<file path="config.mk">
export PLATFORM = sky130hd
export DESIGN_NAME = if_stage
export DESIGN_NICKNAME = d
export VERILOG_FILES = /design/src/rtl/if_stage.sv
export SDC_FILE = /design/constraint.sdc
export NUM_CORES = 1
export LEC_CHECK = 0
export CAP_MARGIN = 5
export CORE_ASPECT_RATIO = 1.5
export CORE_MARGIN = 2
export CORE_UTILIZATION = 45
export CTS_CLUSTER_DIAMETER = 40
export CTS_CLUSTER_SIZE = 24
export DETAILED_ROUTE_END_ITERATION = 8
export PLACE_DENSITY = 0.95
export RECOVER_POWER = 25
export REMOVE_ABC_BUFFERS = 1
export SETUP_SLACK_MARGIN = 0.4
export SLEW_MARGIN = 20
export SYNTH_ARGS = -nofsm -noshare
export SYNTH_HDL_FRONTEND = slang
export SYNTH_SLANG_ARGS = --single-unit
</file>
<file path="constraint.sdc">
create_clock -name clk -period 6.2 [get_ports clk]
set_input_delay 1.86 -clock clk [delete_from_list [all_inputs] [get_ports clk]]
set_output_delay 1.86 -clock clk [all_outputs]
set_load 0.01 [all_outputs]
</file>
<file path="src/rtl/if_stage.sv">
// rtl/if_stage.sv - instruction fetch stage: next-PC select, SRAM fetch request, IF/ID register
// Define IF_ADEL_CHECK_EN to flag misaligned fetches on adelD instead of issuing them.
module if_stage #(
    parameter logic [31:0] RESET_PC = 32'hBFC00000
) (
    input  logic        clk,
    input  logic        rst,
    input  logic        stallF,
    input  logic        stallD,
    input  logic        flushD,
    input  logic        branch_takenD,
    input  logic [31:0] branch_targetD,
    input  logic        exc_redirect,
    input  logic [31:0] exc_pc,
    output logic        inst_sram_en,
    output logic [3:0]  inst_sram_wen,
    output logic [31:0] inst_sram_addr,
    input  logic [31:0] inst_sram_rdata,
    output logic [31:0] pcF,
    output logic [31:0] instrD,
    output logic [31:0] pcD,
    output logic        validD,
    output logic        is_in_delayslotD
`ifdef IF_ADEL_CHECK_EN
    ,
    output logic        adelD
`endif
);

    typedef enum logic {BOOT, RUN} state_t;

    state_t      state_q;
    state_t      state_d;
    logic [31:0] next_pc;
    logic        ifid_flush;
    logic        ifid_load;
    logic        delayslot;
    logic        fetch_bad;

    always_ff @(posedge clk) begin
        if (rst) begin
            state_q <= BOOT;
        end else begin
            state_q <= state_d;
        end
    end

    // BOOT issues the reset PC once and ignores every pipeline control input.
    always_comb begin
        state_d    = state_q;
        next_pc    = pcF;
        ifid_flush = 1'b0;
        ifid_load  = 1'b0;
        delayslot  = 1'b0;
        case (state_q)
            BOOT: begin
                state_d    = RUN;
                ifid_flush = 1'b1;
            end
            RUN: begin
                if (exc_redirect) begin
                    next_pc = exc_pc;
                end else if (stallF) begin
                    next_pc = pcF;
                end else if (branch_takenD) begin
                    next_pc = branch_targetD;
                end else begin
                    next_pc = pcF + 32'd4;
                end
                if (exc_redirect || flushD) begin
                    ifid_flush = 1'b1;
                end else if (!stallD) begin
                    ifid_load = 1'b1;
                end
                // A branch dropped by stallF does not tag the instruction; decode re-issues it.
                delayslot = branch_takenD && !stallF;
            end
        endcase
    end

`ifdef IF_ADEL_CHECK_EN
    logic pcF_bad;
    assign fetch_bad = (next_pc[1:0] != 2'b00);
    assign pcF_bad   = (pcF[1:0] != 2'b00);
`else
    assign fetch_bad = 1'b0;
`endif

    assign inst_sram_en   = !rst && !fetch_bad;
    assign inst_sram_wen  = 4'b0000;
    assign inst_sram_addr = next_pc;

    always_ff @(posedge clk) begin
        if (rst) begin
            pcF              <= RESET_PC;
            pcD              <= 32'd0;
            instrD           <= 32'd0;
            validD           <= 1'b0;
            is_in_delayslotD <= 1'b0;
`ifdef IF_ADEL_CHECK_EN
            adelD            <= 1'b0;
`endif
        end else begin
            pcF <= next_pc;
            if (ifid_flush) begin
                instrD           <= 32'd0;
                validD           <= 1'b0;
                is_in_delayslotD <= 1'b0;
`ifdef IF_ADEL_CHECK_EN
                adelD            <= 1'b0;
`endif
            end else if (ifid_load) begin
                pcD              <= pcF;
                validD           <= 1'b1;
                is_in_delayslotD <= delayslot;
`ifdef IF_ADEL_CHECK_EN
                // The suppressed fetch returns no data, so the slot carries a zero instruction.
                instrD           <= pcF_bad ? 32'd0 : inst_sram_rdata;
                adelD            <= pcF_bad;
`else
                instrD           <= inst_sram_rdata;
`endif
            end
        end
    end

endmodule

</file>
==> metrics.md <==
| Metric | Value |
|---|---|
| Number of synthesized flops with an enable pin | 0 |
| R2r setup slk | 3.18 ns |
| Slowest stage delay, CP | approximately 0.58 ns |
| Post-Synth Adder-Cell Area | less than 1% |
| Root Buffer | clkbuf_16 |
| CP delay by family, top | buffers and inverters |
| Fin crit period | 5.84 ns |
| Commonest non-fill, non-tap cell in the layout | clkdlybuf4s50_1 |
| Rel. slew slack | just under 30% |
| Synth Cell Area | about 5100 µm² |
| Fin Setup TNS | 0 ns |
| RSZ-0062 raised after global routing | true |
| Initial Util | 46.4% |
| Worst-path maximum fanout | 20 |
| Critical path class | in -> out |
| Worst Hold Margin | around 0.46 ns |
| HP Class | reg -> reg |
| Max IR drop VDD | around 160 µV |
| Worst EP required | between 4 and 5 ns |
| Worst-margin pin slew | between 1 and 1.5 ns |
| Final Max Slew Viols | 0 |
| Worst Path Buf+Inv | 4 |
| Endpoint class of the critical path | output port |
| Initial antenna violation count | 0 |
| Routed vias/inst | roughly 6.1 |
| Crit path cell chain | clkdlybuf4s50_1 -> buf_12 -> nor2b_1 -> buf_4 -> nand2_1 -> o21ai_0 -> a22oi_1 -> o21ai_0 -> clkdlybuf4s50_1 |
| Detailed Route Iter0 Violations | roughly 490 |
| Number of max-cap violations | 0 |
| First-pass GRT wire length | approximately 32000 µm |
| Vias in the first global route | 6229 |
| Critical Path Slowest Stage Cell | clkdlybuf4s50_1 |
| Remaining DRCs | 0 |
| Number of cell rows | 47 |
| Max Fclk | 0.171 GHz |
| Placed cell area | between 7000 and 8000 µm² |
| P per Cell Area | ~200 nW/µm² |
| CTS tree | built |
| Dominant synthesized flop cell | dfxtp_1 |
| CORE AREA | between 10000 and 15000 µm² |
| Multiplexer area fraction after synthesis | under 10% |
| LEAKAGE | 0.00317 µW |
| Clock slew at reported path FFs | approximately 0.070 ns |
| Routability cong. | approximately 0.96 |
| DRT Pass-1 Iters | 6 |
| Yosys top cell area share | between 30% and 40% |
| Commonest non-fill, non-tap cells in the layout | clkdlybuf4s50_1, nand2_1, dfxtp_1 |
| GRT Total Usage | between 30 and 40% |
| Largest family of logic cells by synthesized area | compound AO/OA/AOI/OAI gates |
| Ratio of cells with drive above 1 in the final layout | between 10 and 15% |
| Synth Area in XOR/XNOR | less than 1% |
| Vias | around 6100 |
| Total I/O pin count | ~240 |
| TritonCTS buffer count | 9 |
| Pin count of the biggest net entering global routing | 59 |
| Simple-gate portion of the synthesized area | 25.2% |
| Die W | roughly 90 µm |
| Max Root-Sink Buffers | 2 |
| Layout Utilization | slightly above 70% |
| Die Area | about 12000 µm² |
| H-tree depth | 3 |
| Clock sinks | 99 |
| Clk_lat worst skew | between 0.3 and 0.4 ns |
| Avg Cell Area, Syn | between 8 and 9 µm² |
| Worst clock skew | between 0.008 and 0.009 ns |
| Ys Warns | 0 |
| Final worst slack | 0.364 ns |
| Synth area leader | dfxtp_1 |
| Synth Register Bits | between 90 and 100 |
| Synth top area cells | dfxtp_1, o221a_2, nand2_1 |
| Synth Area in Compound Gates | 27.8% |
| Remaining antenna violation count | 0 |
| Arr. time, crit path | slightly below 4 ns |
| Gate Count Post-Synth | approximately 640 |
| Final setup viols | 0 |
| Final instance area | 8030 µm² |
| Total Nets Final | 955 |
| Synth-to-Final Area Change | 56.4% |
| Worst slack at placement | around 0.24 ns |
| Gr ovfl total | 0 |
| Routed WL | approximately 20000 µm |
| Status | finished, final reports clean |
| Share of flip-flops with an asynchronous set or reset | 0% |
| N_diodes | 0 |
| Routed len/inst | roughly 20 µm |
| Tcrit/Tclk final | 94.1% |
| Sequential share of the synthesized area | about two fifths |
| Post-DP HPWL | ~15000 µm |
| Hold Violations, Final | 0 |
| Port bufs | about 230 |
| Startpoint types | input port |
| Netlist cell types | about 70 |
| Die H | about 130 µm |
-- state kept, by name (all words and copies together) (netlist names) --
name	cells
instrD	32
pcD	32
pcF	32
is_in_delayslotD	1
state_q	1
validD	1
-- worst reg2reg max path, cell delays in order (launching register included) --
cell,delay [ns]
dfxtp_1,0.91
clkinv_1,0.81
or3_1,0.60
nor3_1,0.20
a311oi_2,0.15
or2_1,0.24
-- cell usage after synthesis, types with 4 or more instances --
cell	number
a21oi_1	53
a22o_1	5
a22oi_1	8
a31o_2	4
a31oi_1	6
and2_1	16
and4_1	4
buf_1	5
buf_2	6
buf_4	5
clkbuf_1	44
dfxtp_1	99
inv_1	10
mux2_2	4
nand2_1	99
nand2b_1	10
nand3_1	17
nand4_1	17
nor2_1	44
nor2b_1	4
nor3_1	16
nor4_1	7
o21ai_0	28
o221a_2	34
or2_1	5
or2_2	4
or3_1	5
-- repair_timing --
action	CTS	global route
endpoints found under the setup margin	25	13
pin swaps	1	0
buffers inserted	1	0
gates cloned	1	0
hold buffers	0	0
resized for setup	15	15
-- cells by family (layout without fill, tap and decap cells) --
kind of cell | count (synthesis) | in the layout
and+or+nand+nor | 263 | 263
AOI/OAI and AO/OA | 192 | 192
DFF | 99 | 99
buffers and inverters | 73 | 287
muxes | 6 | 6
xor gates and xnor gates | 4 | 4
adders and majority gates | 1 | 1
other | 1 | 4
-- per-layer routing --
layer	vias to the layer above	global-route usage (%)	routed length [µm]
met1	2812	35.5	7300
met2	420	55.1	10000
met5	-	0	0
met3	119	10.0	1840
li1	2779	-	-
met4	0	21.4	1240
-- per-stage QoR --
stage | total power (µW) | cells
finish | 1640 | 1003
global route | 1700 | 1003
CTS | 1640 | 1003
detailed placement | 1030 | 985
global placement | 1020 | 985
floorplan | 810 | 580
-- final timing paths --
check | start | endpoint | cells after the start
worst max register to register | state_q$_DFF_P_ | pcF[24]$_SDFF_PP1_ | 5
worst min register to register | pcD[11]$_SDFFE_PP0P_ | pcD[11]$_SDFFE_PP0P_ | 2
worst min-delay path | pcD[11]$_SDFFE_PP0P_ | pcD[11]$_SDFFE_PP0P_ | 2
worst max-delay path | stallF | inst_sram_addr[16] | 9
-- power breakdown --
| part | internal, µW | total, µW | switching, µW |
|---|---|---|---|
| logic | 179 | 329 | 151 |
| registers | 654 | 692 | 38.2 |
| clock network | 357 | 622 | 264 |
-- area by class of cell --
type                    count  area (µm²)
clock buffers               9         225
clock inverters             7         100
fillers                   872        3020
inverters                  11        41.3
multi-input cells         470        2900
flip-flops and latches     99        1980
well taps                 147         184
repair buffers            260        2600
Note: power is estimated with default switching activity, not from simulation.
